File: config.mk
export PLATFORM = sky130hd
export DESIGN_NAME = soc_memory_arbiter
export DESIGN_NICKNAME = d
export VERILOG_FILES = /design/src/rtl/soc_mem_pkg.sv /design/src/rtl/soc_memory_arbiter_rr_arbiter2.sv /design/src/rtl/soc_memory_arbiter.sv
export SDC_FILE = /design/constraint.sdc
export NUM_CORES = 1
export LEC_CHECK = 0
export ABC_AREA = 1
export BUFFER_PORTS_ARGS = -buffer_cell sky130_fd_sc_hd__buf_2
export CAP_MARGIN = 10
export CORE_AREA = 2 2 97 99
export DETAILED_ROUTE_END_ITERATION = 8
export DIE_AREA = 0 0 99 101
export SETUP_SLACK_MARGIN = 0.15
export SYNTH_ARGS = -nofsm -noshare
export SYNTH_HDL_FRONTEND = slang
export SYNTH_HIERARCHICAL = 1
export SYNTH_SLANG_ARGS = --single-unit
File: constraint.sdc
create_clock -name clk -period 1.5 [get_ports clk]
set_input_delay 0.3 -clock clk [delete_from_list [all_inputs] [get_ports clk]]
set_output_delay 0.3 -clock clk [all_outputs]
set_load 0.1 [all_outputs]
File: src/rtl/soc_mem_pkg.sv
// -----------------------------------------------------------------------------
// soc_mem_pkg
//   Shared definitions for the on-chip RAM arbiter.
//   - Default geometry of the 1024x32 RAM (word address, data, byte enables).
//   - RAM read latency in cycles (depth of the read-tag pipeline).
//   - Lock FSM state encoding and the grant mask each state allows.
// -----------------------------------------------------------------------------
package soc_mem_pkg;

   localparam int DEF_ADDR_W = 10;
   localparam int DEF_DATA_W = 32;
   localparam int DEF_BE_W   = DEF_DATA_W / 8;
   localparam int RD_LATENCY = 1;

   typedef enum logic [1:0] {
      UNLOCKED = 2'd0,
      OWN0     = 2'd1,
      OWN1     = 2'd2
   } lock_state_e;

   // Masters allowed to win arbitration in a given lock state.
   function automatic logic [1:0] lock_mask(input lock_state_e st);
      logic [1:0] m;
      case (st)
         OWN0:    m = 2'b01;
         OWN1:    m = 2'b10;
         default: m = 2'b11;
      endcase
      return m;
   endfunction

endpackage

File: src/rtl/soc_memory_arbiter_rr_arbiter2.sv
// -----------------------------------------------------------------------------
// rr_arbiter2
//   Combinational two-way round-robin pick.
//   Ports:
//     req        in  [1:0]  raw requests (bit N = master N)
//     last_grant in  1      index of the master that issued last
//     mask       in  [1:0]  masters eligible this cycle (lock / reset_req gating)
//     grant      out [1:0]  one-hot grant, or 0 when nobody is eligible
// -----------------------------------------------------------------------------
module rr_arbiter2
   import soc_mem_pkg::*;
(
   input  logic [1:0] req,
   input  logic       last_grant,
   input  logic [1:0] mask,
   output logic [1:0] grant
);

   logic [1:0] elig;

   always_comb begin
      elig  = req & mask;
      grant = elig;
      // Tie: the master that did not issue last goes first.
      if (&elig)
         grant = last_grant ? 2'b01 : 2'b10;
   end

endmodule

File: src/rtl/soc_memory_arbiter.sv
// -----------------------------------------------------------------------------
// soc_memory_arbiter
//   Shares the single-port on-chip RAM between two Avalon-MM masters
//   (m0 = Nios II data master, m1 = alarm/timekeeping engine). One beat per
//   cycle, granted combinationally in the request cycle, round-robin on ties,
//   with a lock that lets one master keep the RAM across a read-modify-write.
//   Read data returns one cycle after issue and is steered by a one-hot tag.
//   Ports:
//     clk, reset            clock, async active-high reset
//     reset_req             blocks new grants, forwarded to the RAM
//     mN_*                  Avalon-MM slave side for master N (N = 0, 1)
//     mem_*                 Avalon-MM master side towards the RAM
// -----------------------------------------------------------------------------
module soc_memory_arbiter
   import soc_mem_pkg::*;
#(
   parameter int ADDR_W = DEF_ADDR_W,
   parameter int DATA_W = DEF_DATA_W,
   parameter int BE_W   = DEF_BE_W
)(
   input  logic              clk,
   input  logic              reset,
   input  logic              reset_req,

   input  logic [ADDR_W-1:0] m0_address,
   input  logic [BE_W-1:0]   m0_byteenable,
   input  logic              m0_read,
   input  logic              m0_write,
   input  logic [DATA_W-1:0] m0_writedata,
   input  logic              m0_lock,
   output logic              m0_waitrequest,
   output logic [DATA_W-1:0] m0_readdata,
   output logic              m0_readdatavalid,

   input  logic [ADDR_W-1:0] m1_address,
   input  logic [BE_W-1:0]   m1_byteenable,
   input  logic              m1_read,
   input  logic              m1_write,
   input  logic [DATA_W-1:0] m1_writedata,
   input  logic              m1_lock,
   output logic              m1_waitrequest,
   output logic [DATA_W-1:0] m1_readdata,
   output logic              m1_readdatavalid,

   output logic [ADDR_W-1:0] mem_address,
   output logic [BE_W-1:0]   mem_byteenable,
   output logic              mem_chipselect,
   output logic              mem_write,
   output logic [DATA_W-1:0] mem_writedata,
   output logic              mem_clken,
   output logic              mem_reset_req,
   input  logic [DATA_W-1:0] mem_readdata
);

   typedef struct packed {
      logic [ADDR_W-1:0] addr;
      logic [BE_W-1:0]   be;
      logic              rd;
      logic              wr;
      logic [DATA_W-1:0] wdata;
      logic              lock;
   } mreq_t;

   mreq_t [1:0] mreq;
   logic  [1:0] req;
   logic  [1:0] own_mask;
   logic  [1:0] grant;
   logic        issue;
   logic        sel;

   lock_state_e state_q, state_d;
   logic        last_grant_q, last_grant_d;
   logic [1:0]  rd_tag_d;
   logic [RD_LATENCY-1:0][1:0] rd_tag_q;

   assign mreq[0] = '{addr: m0_address, be: m0_byteenable, rd: m0_read,
                      wr: m0_write, wdata: m0_writedata, lock: m0_lock};
   assign mreq[1] = '{addr: m1_address, be: m1_byteenable, rd: m1_read,
                      wr: m1_write, wdata: m1_writedata, lock: m1_lock};

   assign req = {mreq[1].rd | mreq[1].wr, mreq[0].rd | mreq[0].wr};

   // ---------------------------------------------------------------- state
   always_ff @(posedge clk or posedge reset) begin
      if (reset) begin
         state_q      <= UNLOCKED;
         last_grant_q <= 1'b1;          // m0 wins the first tie
         rd_tag_q     <= '0;
      end else begin
         state_q      <= state_d;
         last_grant_q <= last_grant_d;
         rd_tag_q[0]  <= rd_tag_d;
         for (int i = 1; i < RD_LATENCY; i++)
            rd_tag_q[i] <= rd_tag_q[i-1];
      end
   end

   // ------------------------------------------------------ lock next state
   // Only a granted beat moves the FSM; with the owner idle it simply holds.
   always_comb begin
      state_d = state_q;
      if (issue)
         state_d = mreq[sel].lock ? (sel ? OWN1 : OWN0) : UNLOCKED;
   end

   // --------------------------------------------------- lock FSM outputs
   // Nobody is eligible while in reset or while a reset is being requested.
   always_comb begin
      own_mask = lock_mask(state_q);
      if (reset || reset_req)
         own_mask = 2'b00;
   end

   rr_arbiter2 u_rr (
      .req        (req),
      .last_grant (last_grant_q),
      .mask       (own_mask),
      .grant      (grant)
   );

   assign issue        = |grant;
   assign sel          = grant[1];     // idle selects master 0
   assign last_grant_d = issue ? sel : last_grant_q;

   // --------------------------------------------------------- issue mux
   // Write wins when a master raises read and write together.
   always_comb begin
      mem_address    = mreq[sel].addr;
      mem_write      = mreq[sel].wr;
      mem_writedata  = mreq[sel].wdata;
      mem_byteenable = mreq[sel].wr ? mreq[sel].be : {BE_W{1'b1}};
      mem_chipselect = issue;
      rd_tag_d       = 2'b00;
      if (issue && !mreq[sel].wr)
         rd_tag_d = sel ? 2'b10 : 2'b01;
   end

   assign mem_clken     = 1'b1;
   assign mem_reset_req = reset_req;

   // ------------------------------------------------------- master side
   assign m0_waitrequest   = req[0] & ~grant[0];
   assign m1_waitrequest   = req[1] & ~grant[1];
   assign m0_readdatavalid = rd_tag_q[RD_LATENCY-1][0];
   assign m1_readdatavalid = rd_tag_q[RD_LATENCY-1][1];
   assign m0_readdata      = mem_readdata;
   assign m1_readdata      = mem_readdata;

endmodule
==> summary.md, run 1 <==
| Metric | Value |
|---|---|
| Avg Vias per Cell | `3.96` |
| Sinks on Clock Net | `5` |
| Flops & latches, synth | `5` |
| Final layout net count | `523` |
| Peak supply drop | `420 uV` |
| Share of layout cells above drive strength 1 | `81.2%` |
| Initial DRT Pass Iterations | `4` |
| Achievable Freq | `0.475 GHz` |
| Setup_tns | `-27,050 ps` |
| Run status | `finished, violations left` |
| Count of synthesis-stage warnings from yosys | `6` |
| Effective utilization at floorplan | `16.1%` |
| Wire length of the first global-routing pass | `9430 um` |
| Tightest hold margin | `64.5 ps` |
| Number of filler cells placed in the layout | `823` |
| Max Cap Violations | `0` |
| Synthesis-to-finish area growth | `192%` |
| CTS tree | `built` |
| Max Slew Vio Count | `0` |
| Chip height | `101 um` |
| Nature of the critical path endpoint | `output pin` |
| Sum of overflow across all layers after global routing | `0` |
| Vias post-DR | `1,982` |
| Die ar. | `10000 um2` |
| Total buffers and inverters traversed by the critical path | `7` |
| Mean routed wirelength per cell | `12.4 um` |
| Switching Fraction | `57.2%` |
| Unrepaired setup endpoints after global routing | `true` |
| Internal Dissipation | `1.56 mW` |
| Share of the clock period used by the worst path | `140%` |
| CTS root buffer | `clkbuf_8` |
| Clock latency on the worst-skew pair | `220 ps` |
| Clock slew at reported path FFs | `40 ps` |
| Width of the die | `99 um` |
| Final WS setup | `-604 ps` |
| Num CTS Buffers | `3` |
| Post-Route Skew | `2.19 ps` |
| Sequential share of power | `5.2%` |
| Total net switching power | `2.08 mW` |
| GRT Util Overall | `11.6%` |
| Crit-path leading delay family | `buffers and inverters` |
| Utilization after layout | `47.1%` |
| Pin count of the biggest net entering global routing | `20` |
| Leak | `1.98 nW` |
| Number of antenna violations at the first check in global routing | `0` |
| Half-perimeter wire length of the detailed placement result | `4840 um` |
| Cells after Synth | `275` |
| Worst Path Required | `1200 ps` |
| Violated checks | `negative setup slack` |
| CP Class | `reg2out` |
| Setup violators final | `52` |
| Number of input and output port buffers inserted | `153` |
| Cell area after synthesis | `1450 um2` |
| Number of cells in the design after placement | `479` |
| Worst Path Max Fanout | `7` |
| Floorplan core area | `8980 um2` |
| Number of distinct library cell variants in the gate-level netlist after synthesis | `16` |
| Comb power frac | `87.9%` |
| Fraction of power consumed by the clock network | `6.9%` |
| Worst-path cell chain | `inv_1 -> nor2_1 -> nor2_1 -> nand2_1 -> inv_1 -> nand2_2 -> inv_6 -> clkinv_8 -> buf_4 -> buf_16 -> nand2_2 -> nand2_8 -> buf_12` |
| Ratio of total power to cell area | `860 nW/um2` |
| Critical Path Slowest Stage Cell | `dfrtp_1` |
| Worst EP arrival | `1800 ps` |
| Sequential fraction of the synthesis area | `8.72%` |
| Number of nets produced by synthesis | `408` |
| Largest stage delay on the critical path | `390 ps` |
| Post-layout instance count excluding filler cells | `500` |
| Min cycle time layout | `2100 ps` |
| Share of the synthesized area in the top cell type | `40.4%` |
| Cell accounting for the most synthesized area | `nand2_1` |
| Synthesized area divided by synthesized cell count | `5.27 um2` |
| Routability congestion estimate from global placement | `0.712` |
| Leading post-synthesis cells by cell area | `nand2_1 (40%), buf_4 (35%), dfrtp_1 (6.9%)` |
| Diode insertion count for antenna repair | `0` |
| Number of H-tree branching levels | `1` |
| First DRT Iteration DRCs | `32` |
| Hold crit path type | `in2async` |
| Total design power | `3.64 mW` |
| Vias in the first global route | `2,072` |
| Number of hold violations in the final report | `0` |
| Largest buffer count on any clock path | `2` |
| Top-level I/O count | `251` |
| Number of remaining DRC errors | `0` |
| Cell row count | `35` |
| Crit path launch type | `flop` |
| Post-detailed-routing wire length | `6220 um` |
| Antenna Nets Post-Route | `0` |
registers in the layout, indices dropped and copies added, names as in the netlist:
register,cells
last_grant_q,1
rd_tag_q,2
state_q,2
through the flow:
stage / area [um2] / setup WS, ps
finish: 4230 / -604
detailed placement: 3550 / -415
floorplan: 2320 / -327
CTS: 4080 / -579
global placement: 3550 / -411
global route: 4230 / -685
routing by layer:
layer / vias up / wire length [um] / track usage [%]
met5: - / 0 / 0
met4: 0 / 44 / 2.74
met3: 8 / 569 / 3.61
met2: 106 / 3580 / 22.6
met1: 900 / 2020 / 12.0
li1: 968 / - / -
layout by cell type, fill, tap and decap left out:
cell / count
clkinvlp_4: 2
clkbuf_16: 3
nor3_2: 1
buf_8: 2
inv_4: 1
buf_12: 54
buf_2: 103
nand2_2: 41
nand3_2: 1
clkbuf_1: 1
buf_16: 3
dfrtp_1: 4
buf_4: 18
dfstp_2: 1
clkbuf_8: 3
nand2_8: 57
nand2_1: 45
a21oi_4: 2
buf_6: 4
clkinv_8: 1
inv_1: 16
nand2_4: 15
nand3_1: 1
conb_1: 1
inv_6: 1
nor2_1: 5
nor2_4: 3
cell type report:
class                      count  area [um2]  area share (%)
clock buffer                   4        45.0            1.06
inverter                      21         106            2.51
multi-input combinational    172        1850            43.7
sequential                     5         126            2.99
tap                          111         139            3.28
timing repair buffer         187        1960            46.4
worst reg2reg max path: stages, from the launching register on:
cell and delay (ps):
dfrtp_1 390, inv_1 70, nor2_1 40, nor2_1 80, nand2_1 70, inv_1 60, nand2_2 70, inv_6 100
clkinv_8 90, buf_12 140, buf_16 140, buf_6 120, nand3_2 40, nand2_1 40
cell usage after synthesis, drive strengths merged:
cell type	instances
nand2	158
buf	77
inv	21
nor2	8
dfrtp	4
a21oi	2
nand3	2
conb	1
dfstp	1
nor3	1
cells by family (layout without fill, tap and decap cells):
| family | count (synthesis) | count (layout) | synth area share, % |
|---|---|---|---|
| AOI/OAI and AO/OA | 2 | 2 | 0.691 |
| and+or+nand+nor | 169 | 169 | 45.3 |
| buffers and inverters | 98 | 212 | 45.1 |
| DFF | 5 | 5 | 8.72 |
| other | 1 | 1 | 0.259 |
power by group through the flow:
| stage | combinational (mW) | clock, mW | sequential [mW] |
|---|---|---|---|
| final | 3.20 | 0.251 | 0.190 |
| after detailed placement | 2.89 | 0 | 0.185 |
| after global placement | 2.87 | 0 | 0.185 |
| after floorplan | 2.73 | 0 | 0.203 |
| after CTS | 3.13 | 0.259 | 0.189 |
| after global routing | 3.31 | 0.266 | 0.193 |
final timing paths:
| check | startpoint | endpoint | slack, ps | cells past startpoint |
|---|---|---|---|---|
| setup / recovery | state_q[0] | mem_writedata[23] | -600 | 13 |
| hold / removal | reset | rd_tag_q[0] | 60 | 3 |
| setup reg to reg | state_q[0] | state_q[0] | -60 | 13 |
| hold reg to reg | last_grant_q | last_grant_q | 490 | 2 |
| max in group asynchronous | reset | last_grant_q | 1240 | 3 |
| min in group clk | m1_lock | state_q[1] | 290 | 3 |
what timing repair did:
| item | in CTS | in global routing |
|---|---|---|
| gates resized for setup | 83 | 15 |
| endpoints found under the setup margin | 52 | 55 |
| hold endpoints to repair | 0 | 0 |
| hold buffers | 0 | 0 |
| buffers inserted | 9 | 2 |
| gates cloned | 3 | 3 |
| pin swaps | 11 | 0 |
No activity file was read; power rests on OpenSTA's default activity.
==> inputs of run 2 (changes only) <==
--- a/constraint.sdc
+++ b/constraint.sdc
@@ -3,2 +3,2 @@
 set_output_delay 0.3 -clock clk [all_outputs]
-set_load 0.1 [all_outputs]
+set_load 0.05 [all_outputs]
==> run 2 against run 1 <==
Compared with the run above:
- the flow still finishes with violations (negative setup slack)
- sequential share of layout area up 0.72 points
- first-iteration DRC count down 50%
- die area unchanged
- design area down 19%
- sequential power about the same
- critical path depth down 1
- clock skew about the same
- total power down 30%
==> summary.md, run 2 (synthesis gave the netlist of run 1 again) <==
| Metric | Value |
|---|---|
| Achievable Freq | `0.480 GHz (was 0.475 GHz)` |
| Worst EP arrival | `1780 ps (was 1800 ps)` |
| Final layout net count | `517 (was 523)` |
| Number of cells traversed by the worst register-to-register path | `11 (was 13)` |
| Min cycle time layout | `2080 ps (was 2100 ps)` |
| Most frequent cells in the layout | `buf_2 (103), nand2_4 (71), nand2_1 (61) (was buf_2 (103), nand2_8 (57), buf_12 (54))` |
| Final std cell area, no fill | `3410 um2 (was 4230 um2)` |
| Number of cells in the design after placement | `477 (was 479)` |
| Routability congestion estimate from global placement | `0.707 (was 0.712)` |
| Crit-path leading delay family | `simple AND/OR/NAND/NOR gates (was buffers and inverters)` |
| Unrepaired setup endpoints after global routing | `true (unchanged)` |
| Hold crit path type | `in2async (unchanged)` |
| Fraction of power consumed by the clock network | `9.8% (was 6.9%)` |
| Pin count of the biggest net entering global routing | `24 (was 20)` |
| Final WS setup | `-584 ps (was -604 ps)` |
| Synthesis-to-finish area growth | `135% (was 192%)` |
| Number of hold violations in the final report | `0 (unchanged)` |
| Number of H-tree branching levels | `1 (unchanged)` |
| Leak | `1.78 nW (was 1.98 nW)` |
| Crit path launch type | `flop (unchanged)` |
| Worst-path cell chain | `inv_1 -> nor2_1 -> nor2_1 -> nand3_1 -> nand2_2 -> clkinv_4 -> clkinv_8 -> buf_8 -> nand2_8 -> nand2_8 -> nand2_8 -> buf_8 (was inv_1 -> nor2_1 -> nor2_1 -> nand2_1 -> inv_1 -> nand2_2 -> inv_6 -> clkinv_8 -> buf_4 -> buf_16 -> nand2_2 -> nand2_8 -> buf_12)` |
| Post-detailed-routing wire length | `6080 um (was 6220 um)` |
| Post-Route Skew | `2.57 ps (was 2.19 ps)` |
| Largest registers | `rd_tag_q x2, state_q x2, last_grant_q x1 (unchanged)` |
| Width of the die | `99 um (unchanged)` |
| CTS tree | `built (unchanged)` |
| CTS root buffer | `clkbuf_8 (unchanged)` |
| Sum of overflow across all layers after global routing | `0 (unchanged)` |
| Antenna Nets Post-Route | `0 (unchanged)` |
| Wire length of the first global-routing pass | `8690 um (was 9430 um)` |
| Diode insertion count for antenna repair | `0 (unchanged)` |
| Post-placement worst setup slack | `-472 ps (was -415 ps)` |
| Worst Path Max Fanout | `6 (was 7)` |
| Effective utilization at floorplan | `16.1% (unchanged)` |
| Initial DRT Pass Iterations | `4 (unchanged)` |
| Worst Path Required | `1200 ps (about the same)` |
| Vias in the first global route | `1,937 (was 2,072)` |
| Largest buffer count on any clock path | `2 (unchanged)` |
| Most common library cell in the layout ignoring fill and taps | `buf_2 (unchanged)` |
| Run status | `finished, violations left (unchanged)` |
| Vias post-DR | `1,960 (was 1,982)` |
| Half-perimeter wire length of the detailed placement result | `4190 um (was 4840 um)` |
| Sequential share of power | `7.6% (was 5.2%)` |
| Total net switching power | `1.30 mW (was 2.08 mW)` |
| Avg Vias per Cell | `3.97 (was 3.96)` |
| Number of antenna violations at the first check in global routing | `0 (unchanged)` |
| Share of the clock period used by the worst path | `139% (was 140%)` |
| GRT Util Overall | `10.6% (was 11.6%)` |
| Die ar. | `10000 um2 (unchanged)` |
| Max Slew Vio Count | `0 (unchanged)` |
| Nature of the critical path endpoint | `output pin (unchanged)` |
| Area post-placement | `2340 um2 (was 3550 um2)` |
| Post-layout instance count excluding filler cells | `494 (was 500)` |
| Critical Path Slowest Stage Cell | `dfrtp_1 (unchanged)` |
| Critical path's most frequent cell | `nand2_8` |
| Num CTS Buffers | `3 (unchanged)` |
| Ratio of total power to cell area | `746 nW/um2 (was 860 nW/um2)` |
| Comb power frac | `82.6% (was 87.9%)` |
| Max Cap Violations | `0 (unchanged)` |
| Number of hold buffers added after cts | `0 (unchanged)` |
| Chip height | `101 um (unchanged)` |
| Number of remaining DRC errors | `0 (unchanged)` |
| Number of input and output port buffers inserted | `153 (unchanged)` |
| Violated checks | `negative setup slack (unchanged)` |
| CP Class | `reg2out (unchanged)` |
| Share of layout cells above drive strength 1 | `76.2% (was 81.2%)` |
| CP Depth | `12 (was 13)` |
| Utilization after layout | `38.0% (was 47.1%)` |
| Total buffers and inverters traversed by the critical path | `5 (was 7)` |
| Cell row count | `35 (unchanged)` |
| Internal Dissipation | `1.25 mW (was 1.56 mW)` |
| First DRT Iteration DRCs | `16 (was 32)` |
| Total design power | `2.54 mW (was 3.64 mW)` |
| Largest stage delay on the critical path | `390 ps (about the same)` |
| Top-level I/O count | `251 (unchanged)` |
| Clock slew at reported path FFs | `40 ps (about the same)` |
| Setup violators final | `50 (was 52)` |
| Switching Fraction | `51.0% (was 57.2%)` |
| Floorplan core area | `8980 um2 (unchanged)` |
| Sinks on Clock Net | `5 (unchanged)` |
| Clock latency on the worst-skew pair | `220 ps (about the same)` |
| Peak supply drop | `696 uV (was 420 uV)` |
| Mean routed wirelength per cell | `12.3 um (was 12.4 um)` |
[run 2: power groups by stage]
| stage | clock [mW] | combinational (mW) | sequential [mW] |
|---|---|---|---|
| floorplan | 0 | 1.54 | 0.192 |
| global placement | 0 | 1.43 | 0.187 |
| detailed placement | 0 | 1.45 | 0.189 |
| CTS | 0.258 | 1.94 | 0.188 |
| global route | 0.267 | 2.21 | 0.197 |
| finish | 0.250 | 2.10 | 0.193 |
[run 2: what timing repair did]
action	CTS	global route
gates resized for setup	191	59
pin swaps	7	7
gates cloned	1	2
setup endpoints to repair	52	55
buffers inserted	8	2
[run 2: worst paths after layout]
path                              start           endpoint  slack [ps]
setup / recovery             state_q[1]  mem_byteenable[1]        -580
hold / removal                    reset         state_q[1]          70
setup reg to reg             state_q[1]         state_q[1]          10
hold reg to reg            last_grant_q       last_grant_q         510
max in group asynchronous         reset       last_grant_q        1230
min in group clk                m1_lock         state_q[1]         280
[run 2: through the flow]
step,hold slack (ps),TNS (ps)
floorplan,65.7,-5470
global placement,299,-19950
finish,67.7,-26910
CTS,66.7,-24050
global route,83.5,-31970
detailed placement,303,-20860
[run 2: layout make-up]
type                       count  area [um2]
timing repair buffer         181        1620
tap                          111         139
clock buffer                   4        45.0
inverter                      21         100
sequential                     5         126
fill                         891        5570
multi-input combinational    172        1380
[run 2: routing by layer]
metal | vias to the layer above | share of wire (%) | GRT usage [%]
met5 | - | 0 | 0
met4 | 0 | 1.2 | 2.11
met3 | 15 | 9.1 | 3.05
met2 | 96 | 59 | 21.9
met1 | 896 | 31 | 10.2
li1 | 953 | - | -
[run 2: worst min-delay path: cells and delay by family]
kind / cells / cell delay [ps]
buffers and inverters: 3 / 310
